File: config.mk
export PLATFORM = sky130hd
export DESIGN_NAME = lcd_bus_rx_flat
export DESIGN_NICKNAME = d
export VERILOG_FILES = /design/src/rtl/lcd_bus_rx_if.sv /design/src/rtl/lcd_bus_rx.sv /design/src/flat_wrapper.sv
export SDC_FILE = /design/constraint.sdc
export NUM_CORES = 1
export LEC_CHECK = 0
export CORE_MARGIN = 10
export CORE_UTILIZATION = 44
export CTS_BUF_LIST = sky130_fd_sc_hd__clkbuf_8
export DETAILED_ROUTE_END_ITERATION = 8
export HOLD_SLACK_MARGIN = 0.08
export PLACE_DENSITY = 0.65
export SLEW_MARGIN = 20
export SYNTH_ARGS = -nofsm -noshare
export SYNTH_HDL_FRONTEND = slang
export SYNTH_SLANG_ARGS = --single-unit
File: constraint.sdc
create_clock -name clk -period 7.2 [get_ports clk]
set_clock_uncertainty 0.05 [all_clocks]
set_input_delay 1.08 -clock clk [delete_from_list [all_inputs] [get_ports clk]]
set_output_delay 1.08 -clock clk [all_outputs]
set_load 0.01 [all_outputs]
File: src/rtl/lcd_bus_rx_if.sv
// 16-bit 8080-style parallel LCD bus as seen between a host and the panel.
// The master modport is the host side; the slave modport is the panel receiver.
interface lcd_bus_rx_if;
  logic        LCD_CS;
  logic        LCD_RS;
  logic        LCD_WR;
  logic        LCD_RD;
  logic [15:0] LCD_DATA_IN;
  logic [15:0] LCD_DATA_OUT;
  logic        LCD_DATA_OE;

  modport master (
    output LCD_CS, LCD_RS, LCD_WR, LCD_RD, LCD_DATA_IN,
    input  LCD_DATA_OUT, LCD_DATA_OE
  );

  modport slave (
    input  LCD_CS, LCD_RS, LCD_WR, LCD_RD, LCD_DATA_IN,
    output LCD_DATA_OUT, LCD_DATA_OE
  );
endinterface

File: src/rtl/lcd_bus_rx.sv
// Panel-side receiver for the 8080 parallel LCD bus: decodes commands, tracks the
// CASET/PASET window, streams RAMWR pixels with coordinates and answers ID readback.
module lcd_bus_rx #(
  parameter int          H_RES       = 240,
  parameter int          V_RES       = 320,
  parameter int          COORD_WIDTH = 10,
  parameter int          SYNC_STAGES = 2,
  parameter logic [15:0] ID_CODE     = 16'h9341
) (
  input  logic                   clk,
  input  logic                   rst,
  lcd_bus_rx_if.slave            bus,
  output logic                   cmd_valid,
  output logic [7:0]             cmd_code,
  output logic                   param_valid,
  output logic [15:0]            param_data,
  output logic [7:0]             param_idx,
  output logic                   pix_valid,
  output logic [COORD_WIDTH-1:0] pix_x,
  output logic [COORD_WIDTH-1:0] pix_y,
  output logic                   proto_err
);

  localparam logic [COORD_WIDTH-1:0] XE_RST = COORD_WIDTH'(H_RES - 1);
  localparam logic [COORD_WIDTH-1:0] YE_RST = COORD_WIDTH'(V_RES - 1);

  typedef enum logic [2:0] {
    ST_IDLE,
    ST_CASET,
    ST_PASET,
    ST_RAMWR,
    ST_RDID
  } state_t;

  state_t state;

  logic [SYNC_STAGES-1:0] cs_sync;
  logic [SYNC_STAGES-1:0] rs_sync;
  logic [SYNC_STAGES-1:0] wr_sync;
  logic [SYNC_STAGES-1:0] rd_sync;
  logic [15:0]            data_sync [SYNC_STAGES];

  logic        cs_prev;
  logic        wr_prev;
  logic        rd_prev;

  logic        cs_s;
  logic        rs_s;
  logic        wr_s;
  logic        rd_s;
  logic [15:0] data_s;

  logic        wr_rise;
  logic        rd_fall;
  logic        rd_rise;
  logic        cs_rise;
  logic        bus_conflict;

  logic [COORD_WIDTH-1:0] xs;
  logic [COORD_WIDTH-1:0] xe;
  logic [COORD_WIDTH-1:0] ys;
  logic [COORD_WIDTH-1:0] ye;
  logic [COORD_WIDTH-1:0] ptr_x;
  logic [COORD_WIDTH-1:0] ptr_y;
  logic                   x_wrap;
  logic                   y_wrap;

  logic [7:0]  sh_start_hi;
  logic [7:0]  sh_start_lo;
  logic [7:0]  sh_end_hi;
  logic [7:0]  word_cnt;
  logic [7:0]  word_cnt_inc;
  logic [15:0] rd_word;
  logic [15:0] data_out_q;
  logic        oe_q;

  // Idle reset values keep the chain from presenting a false WR/RD edge after reset.
  always_ff @(posedge clk) begin
    if (rst) begin
      cs_sync <= '1;
      rs_sync <= '0;
      wr_sync <= '1;
      rd_sync <= '1;
      for (int i = 0; i < SYNC_STAGES; i++) begin
        data_sync[i] <= '0;
      end
      cs_prev <= 1'b1;
      wr_prev <= 1'b1;
      rd_prev <= 1'b1;
    end else begin
      cs_sync      <= {cs_sync[SYNC_STAGES-2:0], bus.LCD_CS};
      rs_sync      <= {rs_sync[SYNC_STAGES-2:0], bus.LCD_RS};
      wr_sync      <= {wr_sync[SYNC_STAGES-2:0], bus.LCD_WR};
      rd_sync      <= {rd_sync[SYNC_STAGES-2:0], bus.LCD_RD};
      data_sync[0] <= bus.LCD_DATA_IN;
      for (int i = 1; i < SYNC_STAGES; i++) begin
        data_sync[i] <= data_sync[i-1];
      end
      cs_prev <= cs_sync[SYNC_STAGES-1];
      wr_prev <= wr_sync[SYNC_STAGES-1];
      rd_prev <= rd_sync[SYNC_STAGES-1];
    end
  end

  assign cs_s   = cs_sync[SYNC_STAGES-1];
  assign rs_s   = rs_sync[SYNC_STAGES-1];
  assign wr_s   = wr_sync[SYNC_STAGES-1];
  assign rd_s   = rd_sync[SYNC_STAGES-1];
  assign data_s = data_sync[SYNC_STAGES-1];

  assign wr_rise      = wr_s & ~wr_prev & ~cs_s;
  assign rd_fall      = ~rd_s & rd_prev & ~cs_s & wr_s;
  assign rd_rise      = rd_s & ~rd_prev;
  assign cs_rise      = cs_s & ~cs_prev;
  assign bus_conflict = ~cs_s & ~wr_s & ~rd_s;

  assign word_cnt_inc = (word_cnt == 8'hFF) ? word_cnt : word_cnt + 8'd1;

  // An inverted window (start > end) pins that axis at its start coordinate.
  assign x_wrap = (ptr_x == xe) || (xs > xe);
  assign y_wrap = (ptr_y == ye) || (ys > ye);

  always_comb begin
    rd_word = 16'h0000;
    if (state == ST_RDID) begin
      case (word_cnt)
        8'd2:    rd_word = {8'h00, ID_CODE[15:8]};
        8'd3:    rd_word = {8'h00, ID_CODE[7:0]};
        default: rd_word = 16'h0000;
      endcase
    end
  end

  // Command decode, window shadowing, pixel pointer and readback driver.
  always_ff @(posedge clk) begin
    if (rst) begin
      state       <= ST_IDLE;
      cmd_valid   <= 1'b0;
      cmd_code    <= 8'h00;
      param_valid <= 1'b0;
      param_data  <= 16'h0000;
      param_idx   <= 8'h00;
      pix_valid   <= 1'b0;
      pix_x       <= '0;
      pix_y       <= '0;
      proto_err   <= 1'b0;
      xs          <= '0;
      xe          <= XE_RST;
      ys          <= '0;
      ye          <= YE_RST;
      ptr_x       <= '0;
      ptr_y       <= '0;
      sh_start_hi <= 8'h00;
      sh_start_lo <= 8'h00;
      sh_end_hi   <= 8'h00;
      word_cnt    <= 8'h00;
      data_out_q  <= 16'h0000;
      oe_q        <= 1'b0;
    end else begin
      cmd_valid   <= 1'b0;
      param_valid <= 1'b0;
      pix_valid   <= 1'b0;

      if (bus_conflict) begin
        proto_err <= 1'b1;
      end

      if (wr_rise) begin
        if (!rs_s) begin
          cmd_valid <= 1'b1;
          cmd_code  <= data_s[7:0];
          param_idx <= 8'h00;
          word_cnt  <= 8'h00;
          case (data_s[7:0])
            8'h2A: state <= ST_CASET;
            8'h2B: state <= ST_PASET;
            8'h2C: begin
              state <= ST_RAMWR;
              ptr_x <= xs;
              ptr_y <= ys;
            end
            8'h3C:   state <= ST_RAMWR;
            8'hD3:   state <= ST_RDID;
            default: state <= ST_IDLE;
          endcase
        end else begin
          param_data <= data_s;
          param_idx  <= word_cnt;
          word_cnt   <= word_cnt_inc;
          case (state)
            ST_RAMWR: begin
              pix_valid <= 1'b1;
              pix_x     <= ptr_x;
              pix_y     <= ptr_y;
              if (x_wrap) begin
                ptr_x <= xs;
                ptr_y <= y_wrap ? ys : ptr_y + 1'b1;
              end else begin
                ptr_x <= ptr_x + 1'b1;
              end
            end
            ST_CASET, ST_PASET: begin
              param_valid <= 1'b1;
              case (word_cnt)
                8'd0: sh_start_hi <= data_s[7:0];
                8'd1: sh_start_lo <= data_s[7:0];
                8'd2: sh_end_hi   <= data_s[7:0];
                8'd3: begin
                  if (state == ST_CASET) begin
                    xs <= COORD_WIDTH'({sh_start_hi, sh_start_lo});
                    xe <= COORD_WIDTH'({sh_end_hi, data_s[7:0]});
                  end else begin
                    ys <= COORD_WIDTH'({sh_start_hi, sh_start_lo});
                    ye <= COORD_WIDTH'({sh_end_hi, data_s[7:0]});
                  end
                end
                default: ;
              endcase
            end
            default: param_valid <= 1'b1;
          endcase
        end
      end else if (rd_fall) begin
        oe_q       <= 1'b1;
        data_out_q <= rd_word;
      end else if (oe_q && (rd_rise || cs_rise)) begin
        oe_q <= 1'b0;
        if (rd_rise && !cs_s) begin
          param_idx <= word_cnt;
          word_cnt  <= word_cnt_inc;
        end
      end
    end
  end

  assign bus.LCD_DATA_OUT = data_out_q;
  assign bus.LCD_DATA_OE  = oe_q;

endmodule
File: src/flat_wrapper.sv
// flat-port wrapper written by rule: the top's interface ports become plain ports
module lcd_bus_rx_flat 
#(
  parameter int          H_RES       = 240,
  parameter int          V_RES       = 320,
  parameter int          COORD_WIDTH = 10,
  parameter int          SYNC_STAGES = 2,
  parameter logic [15:0] ID_CODE     = 16'h9341
)
  (clk, rst, cmd_valid, cmd_code, param_valid, param_data, param_idx, pix_valid, pix_x, pix_y, proto_err, bus_LCD_CS, bus_LCD_RS, bus_LCD_WR, bus_LCD_RD, bus_LCD_DATA_IN, bus_LCD_DATA_OUT, bus_LCD_DATA_OE);
  lcd_bus_rx_if bus_i ();
  input  logic clk;
  input  logic rst;
  output logic cmd_valid;
  output logic [7:0] cmd_code;
  output logic param_valid;
  output logic [15:0] param_data;
  output logic [7:0] param_idx;
  output logic pix_valid;
  output logic [COORD_WIDTH-1:0] pix_x;
  output logic [COORD_WIDTH-1:0] pix_y;
  output logic proto_err;
  input wire logic [$bits(bus_i.LCD_CS)-1:0] bus_LCD_CS;
  input wire logic [$bits(bus_i.LCD_RS)-1:0] bus_LCD_RS;
  input wire logic [$bits(bus_i.LCD_WR)-1:0] bus_LCD_WR;
  input wire logic [$bits(bus_i.LCD_RD)-1:0] bus_LCD_RD;
  input wire logic [$bits(bus_i.LCD_DATA_IN)-1:0] bus_LCD_DATA_IN;
  output wire logic [$bits(bus_i.LCD_DATA_OUT)-1:0] bus_LCD_DATA_OUT;
  output wire logic [$bits(bus_i.LCD_DATA_OE)-1:0] bus_LCD_DATA_OE;
  assign bus_i.LCD_CS = bus_LCD_CS;
  assign bus_i.LCD_RS = bus_LCD_RS;
  assign bus_i.LCD_WR = bus_LCD_WR;
  assign bus_i.LCD_RD = bus_LCD_RD;
  assign bus_i.LCD_DATA_IN = bus_LCD_DATA_IN;
  assign bus_LCD_DATA_OUT = bus_i.LCD_DATA_OUT;
  assign bus_LCD_DATA_OE = bus_i.LCD_DATA_OE;
  lcd_bus_rx #(.H_RES(H_RES), .V_RES(V_RES), .COORD_WIDTH(COORD_WIDTH), .SYNC_STAGES(SYNC_STAGES), .ID_CODE(ID_CODE)) u_core (.clk(clk), .rst(rst), .bus(bus_i), .cmd_valid(cmd_valid), .cmd_code(cmd_code), .param_valid(param_valid), .param_data(param_data), .param_idx(param_idx), .pix_valid(pix_valid), .pix_x(pix_x), .pix_y(pix_y), .proto_err(proto_err));
endmodule
==> results by group, run 1 <==
Route
  – Total wire length: 17.75 mm
  – Iteration-0 DRC count of the detailed router: 325
  – Detail Route Antenna Nets: 0
  – DRC violations left: 0
  – Total vias in the final route: between 6k and 7k
  – Drt via density: 5.133
  – Final routed wire length divided by cell count: 15.13 um
  – Number of detailed-route iterations in the first pass: 7

Power and ir drop
  – Peak supply drop: 142.8 uV
  – Share of power burned in combinational logic: 2.6%
  – P per Cell Area: approximately 200 mW/mm2
  – Clk network pwr share: 39.4%
  – Cell Int Power: 1.332 mW
  – Switch share: 26.40%
  – Overall power consumption: 1.809 mW
  – Sequential power share: 58.0%
  – Leakage power summed over all cells: approximately 3.3 nW
  – Psw: 0.4777 mW

Worst setup path
  – Beginning of the worst register-to-register path: u_core.rs_sync[1]
  – Worst Path Arrival: about 3.5 ns
  – Type of the setup path with the least slack: flop to flop
  – CP endpoint: u_core.ptr_x[5]
  – Critical Path Source Type: flop
  – Origin of the worst setup path: u_core.rs_sync[1]
  – Worst reg-to-reg setup slack: 4.07 ns
  – R2R depth: 7
  – Nature of the critical path endpoint: flop
  – Critical R2R Capture: u_core.ptr_x[5]
  – Crit Path Max Fanout: 22
  – Required time of the critical path: 7.55 ns

Floorplan
  – Area of the core: 0.01736 mm2
  – Count of pins on the block boundary: 95
  – FP Rows: 48
  – Die Y: 153.5 um
  – Overall die area: 0.02357 mm2
  – Die X-Extent: between 150 and 200 um
  – Initial Utilization: 45.19%

Clock network
  – Number of buffers created by CTS: 17
  – Post-CTS Setup Inserts: 0
  – Buffer depth of the longest clock path: 2
  – CTS tree: done
  – Clock sinks: roughly 190
  – Clock latency reported for the late side of the worst-skew pair: 0.47 ns
  – Clock tree root buffer cell: sky130_fd_sc_hd__clkbuf_8
  – Post-CTS Hold Fix Bufs: 0
  – Clock-pin transition on the worst setup and hold timing paths: 0.11 ns
  – H-tree Lvls: 4
  – Cells resized by post-CTS repair: 0

STA
  – Max-slew violation count: 0
  – Setup repair after global routing missed its margin: false
  – Total Neg Setup Slack: 0 ns
  – Final cycle utilization of the critical path: between 40% and 50%
  – Number of endpoints with negative hold slack in the final report: 0
  – Tightest slew margin relative to the limit: a little under two fifths
  – Minimum period implied by the final worst setup slack: about 3.1 ns
  – Worst Max-Slew Pin Slew: 0.9205 ns
  – Highest clock frequency the design can meet: 0.3200 GHz
  – Number of setup violations in the final report: 0

GRT
  – Overflow left after global routing: 0
  – Antenna violations before repair: 0
  – First-pass GRT wire length: 29.08 mm
  – Largest net degree at the start of global routing: 79
  – Via count of the first global-routing pass: 5567
  – Global-route usage over all layers: approximately 15%

Yosys
  – Warnings from Yosys: 0
  – Leading post-synthesis cells by cell area: sky130_fd_sc_hd__dfxtp_1 47%, sky130_fd_sc_hd__mux2i_1 5.9%, sky130_fd_sc_hd__nand2_1 5.3%, sky130_fd_sc_hd__nor2_1 4.6%, sky130_fd_sc_hd__ha_1 4.1%
  – Fraction of the yosys area taken by sequential cells: 47.47%
  – Number of instances in the synthesized netlist: 878
  – Number of library cell types mapped by synthesis: 64
  – Total of flip-flops plus latches after synthesis: 186
  – Cell area after technology mapping: 0.007844 mm2
  – Number of enable-type register cells in the synthesized netlist: 0
  – Primary flip-flop cell chosen by synthesis mapping: sky130_fd_sc_hd__dfxtp_1
  – Top-area cell type share of the netlist area: 47.47%
  – Cell type with the largest total area after synthesis: sky130_fd_sc_hd__dfxtp_1
  – Ys async rst share: 0%
  – Synth Area per Inst: 8.934 um2

Run status
  – Run status: completed

Layout
  – Biggest register: u_core.data_sync
  – Total area of multi-input combinational cells: 0.003746 mm2
  – Layout cells sized above 1: 6.435%
  – Storage cell area: 0.003724 mm2
  – Commonest cells after routing, fill and taps aside: 186 x sky130_fd_sc_hd__dfxtp_1, 111 x sky130_fd_sc_hd__nand2_1, 97 x sky130_fd_sc_hd__nor2_1, 82 x sky130_fd_sc_hd__clkdlybuf4s50_1, 62 x sky130_fd_sc_hd__a21oi_1
  – Most common library cell in the layout ignoring fill and taps: sky130_fd_sc_hd__dfxtp_1
  – Final nets: around 980
  – Signed area change from the synthesized netlist to the final layout: 17.20%
  – Number of antenna cells inserted: 0
  – Largest regs: u_core.data_sync (32), u_core.param_data (16)
  – Max FFs per register: 32
  – Filler cells: 1672

Placement
  – Routability-driven placement congestion ratio: 0.8123
  – PortBufs: 83
  – Half-perimeter wire length of the detailed placement result: 12.47 mm

Flow run
  – Max cap viols: 0

Min path
  – Worst Hold Class: flop to flop
how the worst min path moves through the flow:
stage / cells after the start / startpoint / to
finish: 1 / u_core.rd_sync[0] / u_core.rd_sync[1]
global route: 1 / u_core.rd_sync[0] / u_core.rd_sync[1]
CTS: 1 / u_core.rd_sync[0] / u_core.rd_sync[1]
detailed placement: 1 / u_core.rd_sync[0] / u_core.rd_sync[1]
global placement: 1 / u_core.rd_sync[0] / u_core.rd_sync[1]
floorplan: 1 / u_core.cs_sync[0] / u_core.cs_sync[1]
worst max-delay path, stage by stage, from the launching register on:
cell	delay [ns]
sky130_fd_sc_hd__dfxtp_1	0.48
sky130_fd_sc_hd__nand4bb_1	0.76
sky130_fd_sc_hd__nor3_2	0.39
sky130_fd_sc_hd__buf_4	0.31
sky130_fd_sc_hd__or2_1	0.55
sky130_fd_sc_hd__nor2_1	0.09
sky130_fd_sc_hd__a211o_1	0.28
sky130_fd_sc_hd__a31oi_1	0.13
stage by stage:
step	instance area [um2]	setup WS, ns	hold slack, ns	instances	utilization (%)
after floorplan	7881	4.676	0.3395	888	-
after global placement	8771	4.227	0.3420	1141	50.53
after detailed placement	8771	4.100	0.3472	1141	50.53
after CTS	9193	4.064	0.3743	1173	52.96
after global routing	9193	3.814	0.3781	1173	52.96
final	9193	4.075	0.3719	1173	52.96
kinds of logic (layout without fill, tap and decap cells):
family,count (synthesis),count (layout),synth area share [%]
other,1,11,0.04781
adder cells (fa/ha/maj),26,26,4.147
buffers and inverters,97,157,5.535
AO/OA/AOI/OAI,150,150,12.54
XOR/XNOR,28,28,3.127
multiplexers,46,46,5.870
flip-flops,186,186,47.47
AND/OR/NAND/NOR,344,344,21.26
cell type report:
class                      instances  area share (%)
clock buffer                      17           2.545
clock inverter                    15           2.042
inverter                          33           1.347
multi-input combinational        605           40.75
sequential                       186           40.51
tap                              225           3.062
timing repair buffer              92           9.745
layer usage:
metal,share of wire [%],GRT usage [%]
met1,48,19.81
met2,45,22.45
met3,5.8,4.742
met4,0.76,3.464
met5,0,0
synthesized netlist by cell type, types with 2 or more instances:
cell type	instances
sky130_fd_sc_hd__o22ai_1	3
sky130_fd_sc_hd__nor4_1	2
sky130_fd_sc_hd__a311oi_1	2
sky130_fd_sc_hd__or3_1	7
sky130_fd_sc_hd__xor2_1	8
sky130_fd_sc_hd__o21a_1	2
sky130_fd_sc_hd__mux2i_1	46
sky130_fd_sc_hd__a21oi_1	62
sky130_fd_sc_hd__inv_1	33
sky130_fd_sc_hd__o21ai_0	6
sky130_fd_sc_hd__clkbuf_1	41
sky130_fd_sc_hd__nand2b_1	4
sky130_fd_sc_hd__o211a_1	2
sky130_fd_sc_hd__dfxtp_1	186
sky130_fd_sc_hd__a211oi_1	12
sky130_fd_sc_hd__or2_2	9
sky130_fd_sc_hd__or3b_1	2
sky130_fd_sc_hd__ha_1	26
sky130_fd_sc_hd__o32ai_1	7
sky130_fd_sc_hd__buf_1	2
sky130_fd_sc_hd__a21o_1	7
sky130_fd_sc_hd__o41ai_1	2
sky130_fd_sc_hd__nand2_1	111
sky130_fd_sc_hd__nand3b_1	3
sky130_fd_sc_hd__buf_2	5
sky130_fd_sc_hd__nor3_1	10
sky130_fd_sc_hd__a31oi_1	16
sky130_fd_sc_hd__nand4_1	15
sky130_fd_sc_hd__nor3b_2	2
sky130_fd_sc_hd__a211o_1	15
sky130_fd_sc_hd__xnor2_1	20
sky130_fd_sc_hd__and3_1	2
sky130_fd_sc_hd__buf_4	15
sky130_fd_sc_hd__nand3_1	17
sky130_fd_sc_hd__nor2_1	97
sky130_fd_sc_hd__nor3b_1	3
sky130_fd_sc_hd__nor2b_1	49
power by group through the flow:
stage          Clock (mW)  Combinational [mW]  Sequential [mW]
3_3_place_gp            0              0.0482             1.07
2_1_floorplan           0              0.0381             1.07
4_1_cts             0.734              0.0482             1.05
3_5_place_dp            0              0.0480             1.07
5_1_grt             0.774              0.0530             1.05
6_report            0.712              0.0479             1.05
Power figures use the tool's default switching activity.
==> run 2, diff against run 1 <==
- PLACE_DENSITY: 0.65 -> 0.68
- clock period: 7.2 -> 2.8 ns (I/O delays scaled with it)
==> results by group, run 2 (synthesized netlist as in run 1, its figures left out) <==
Run status
  – Run status: completed

Clock network
  – Post-CTS Setup Inserts: 0 (unchanged)
  – Clock tree root buffer cell: sky130_fd_sc_hd__clkbuf_8
  – Clock-pin transition on the worst setup and hold timing paths: 0.11 ns (about the same)
  – Cells resized by post-CTS repair: 0 (unchanged)
  – Buffer depth of the longest clock path: 2 (unchanged)
  – H-tree Lvls: 4 (unchanged)
  – Clock sinks: 186 (unchanged)
  – CTS tree: done
  – Number of buffers created by CTS: 17 (unchanged)
  – Clock latency reported for the late side of the worst-skew pair: 0.48 ns (about the same)
  – Post-CTS Hold Fix Bufs: 0 (unchanged)

Worst setup path
  – Kind of cell with the highest combined delay on the critical path: compound AO/OA/AOI/OAI gates
  – Worst path most repeated cell: sky130_fd_sc_hd__a21o_1
  – Slowest stage cell on the critical path: sky130_fd_sc_hd__dfxtp_1
  – Sum of buffers and inverters on the critical path: 1 (unchanged)
  – Type of the setup path with the least slack: flop to flop
  – Beginning of the worst register-to-register path: u_core.xe[9]
  – Crit Path Max Fanout: 11 (-50%)
  – Nature of the critical path endpoint: flop
  – Critical path cell sequence: inv_1 -> ha_1 -> a21o_1 -> a311o_1 -> a221o_1 -> a21o_1 -> or3_1 -> a31oi_1
  – Largest stage delay, worst path: 0.38 ns (-0.38 ns)
  – Worst Path Arrival: 2.89 ns (-0.58 ns)
  – Origin of the worst setup path: u_core.xe[9]
  – Critical Path Source Type: flop
  – Required time of the critical path: 3.16 ns (-4.39 ns)

GRT
  – Global-route usage over all layers: 15.18% (+0.44 points)
  – Largest net degree at the start of global routing: 64 (-19%)
  – Antenna violations before repair: 0 (unchanged)
  – First-pass GRT wire length: 29.71 mm (+2.2%)
  – Via count of the first global-routing pass: 5812 (+4.4%)
  – Overflow left after global routing: 0 (unchanged)

Power and ir drop
  – P per Cell Area: 497.6 mW/mm2 (+150%)
  – Overall power consumption: 4.660 mW (+160%)
  – Peak supply drop: 345.0 uV (+140%)
  – Leakage power summed over all cells: 3.425 nW (+3.1%)

Placement
  – Post-Place Setup Slack: 0.2865 ns (-3.813 ns)
  – Dpl cell area: 0.008944 mm2 (+2.0%)
  – Half-perimeter wire length of the detailed placement result: 12.93 mm (+3.7%)
  – Routability-driven placement congestion ratio: 0.8895 (+9.5%)
  – PortBufs: 83 (unchanged)

Layout
  – Post-Route Utilization: 53.96% (+0.99 points)
  – Largest regs: u_core.data_sync (32), u_core.param_data (16)
  – Number of antenna cells inserted: 0 (unchanged)
  – Most common library cell in the layout ignoring fill and taps: sky130_fd_sc_hd__dfxtp_1
  – Max FFs per register: 32 (unchanged)
  – Post-route cell area: 0.009365 mm2 (+1.9%)
  – Final nets: 1001 (+1.8%)
  – Biggest register: u_core.data_sync
  – Signed area change from the synthesized netlist to the final layout: 19.40%
  – Commonest cells after routing, fill and taps aside: 186 x sky130_fd_sc_hd__dfxtp_1, 111 x sky130_fd_sc_hd__nand2_1, 97 x sky130_fd_sc_hd__nor2_1, 82 x sky130_fd_sc_hd__clkdlybuf4s50_1, 62 x sky130_fd_sc_hd__a21oi_1
  – Layout cells sized above 1: 8.178% (+1.7 points)

Floorplan
  – Die Y: 153.5 um (unchanged)
  – Area of the core: 0.01736 mm2 (unchanged)
  – Initial Utilization: 45.19% (unchanged)
  – Die X-Extent: 153.5 um (unchanged)
  – Overall die area: 0.02357 mm2 (unchanged)
  – FP Rows: 48 (unchanged)
  – Count of pins on the block boundary: 95 (unchanged)

STA
  – Tightest slew margin relative to the limit: 47.80% (+9.5 points)
  – Total Neg Setup Slack: 0 ns (unchanged)
  – Worst Max-Slew Pin Slew: 0.7811 ns (-0.1394 ns)
  – Minimum period implied by the final worst setup slack: 2.529 ns (-0.5966 ns)
  – Final cycle utilization of the critical path: 90.31% (+47 points)
  – Highest clock frequency the design can meet: 0.3955 GHz (+24%)
  – Crit path setup slack, layout: 0.2713 ns (-3.803 ns)
  – Number of endpoints with negative hold slack in the final report: 0 (unchanged)
  – Number of setup violations in the final report: 0 (unchanged)
  – Setup repair after global routing missed its margin: false
  – Max-slew violation count: 0 (unchanged)

Min path
  – Worst Min Path Start: rst
  – Worst Hold Class: input pin to flop

Route
  – Detail Route Antenna Nets: 0 (unchanged)
  – Iteration-0 DRC count of the detailed router: 355 (+9.2%)
  – Final routed wire length divided by cell count: 15.16 um (+0.17%)
  – Drt via density: 5.128 (-0.10%)
  – DRC violations left: 0 (unchanged)
  – Total wire length: 18.05 mm (+1.7%)
  – Number of detailed-route iterations in the first pass: 6 (-1)
  – Total vias in the final route: 6107 (+1.4%)

Flow run
  – Max cap viols: 0 (unchanged)
## run 2: layout make-up
class	instances	area, um2
repair buffers	110	1069
clock buffers	17	234.0
fillers	1645	7991
flip-flops and latches	186	3724
multi-input cells	605	3746
inverters	33	123.9
well taps	225	281.5
clock inverters	15	187.7
## run 2: worst paths after layout
check / endpoint / slack (ns) / depth (start not counted)
max: u_core.ptr_x[0] / 0.27 / 8
min: u_core.ye[7] / 0.36 / 2
max reg2reg: u_core.ptr_x[0] / 0.27 / 8
min reg2reg: u_core.rd_sync[1] / 0.37 / 1
## run 2: worst reg2reg max path: stages (launching register included)
cell                      delay (ns)
sky130_fd_sc_hd__dfxtp_1        0.38
sky130_fd_sc_hd__inv_1          0.06
sky130_fd_sc_hd__ha_1           0.33
sky130_fd_sc_hd__a21o_1         0.20
sky130_fd_sc_hd__a311o_1        0.31
sky130_fd_sc_hd__a221o_1        0.31
sky130_fd_sc_hd__a21o_1         0.32
sky130_fd_sc_hd__or3_1          0.35
sky130_fd_sc_hd__a31oi_1        0.15
## run 2: metal layers
metal	routed length [um]	global-route usage, %
met4	184	4.274
met1	8698	20.18
met3	1293	5.607
met2	7878	22.53
met5	0	0
## run 2: where the power goes
part / internal (mW) / total, mW / switching [mW] / leakage (nW)
Clock: 0.698 / 1.83 / 1.13 / 0.206
Combinational: 0.0626 / 0.148 / 0.0858 / 1.71
Sequential: 2.67 / 2.68 / 0.0125 / 1.51
Total: 3.43 / 4.66 / 1.23 / 3.43
## run 2: through the flow
| step | std cells | hold slack (ns) |
|---|---|---|
| after floorplan | 888 | 0.3395 |
| after global placement | 1159 | 0.3407 |
| after detailed placement | 1159 | 0.3432 |
| after CTS | 1191 | 0.3225 |
| after global routing | 1191 | 0.3466 |
| final | 1191 | 0.3646 |
==> run 3, diff against run 2 <==
- CTS_CLUSTER_SIZE: not set -> 40
==> results of run 3 <==
Final layout, timing and power as in run 2 (identical DEF).
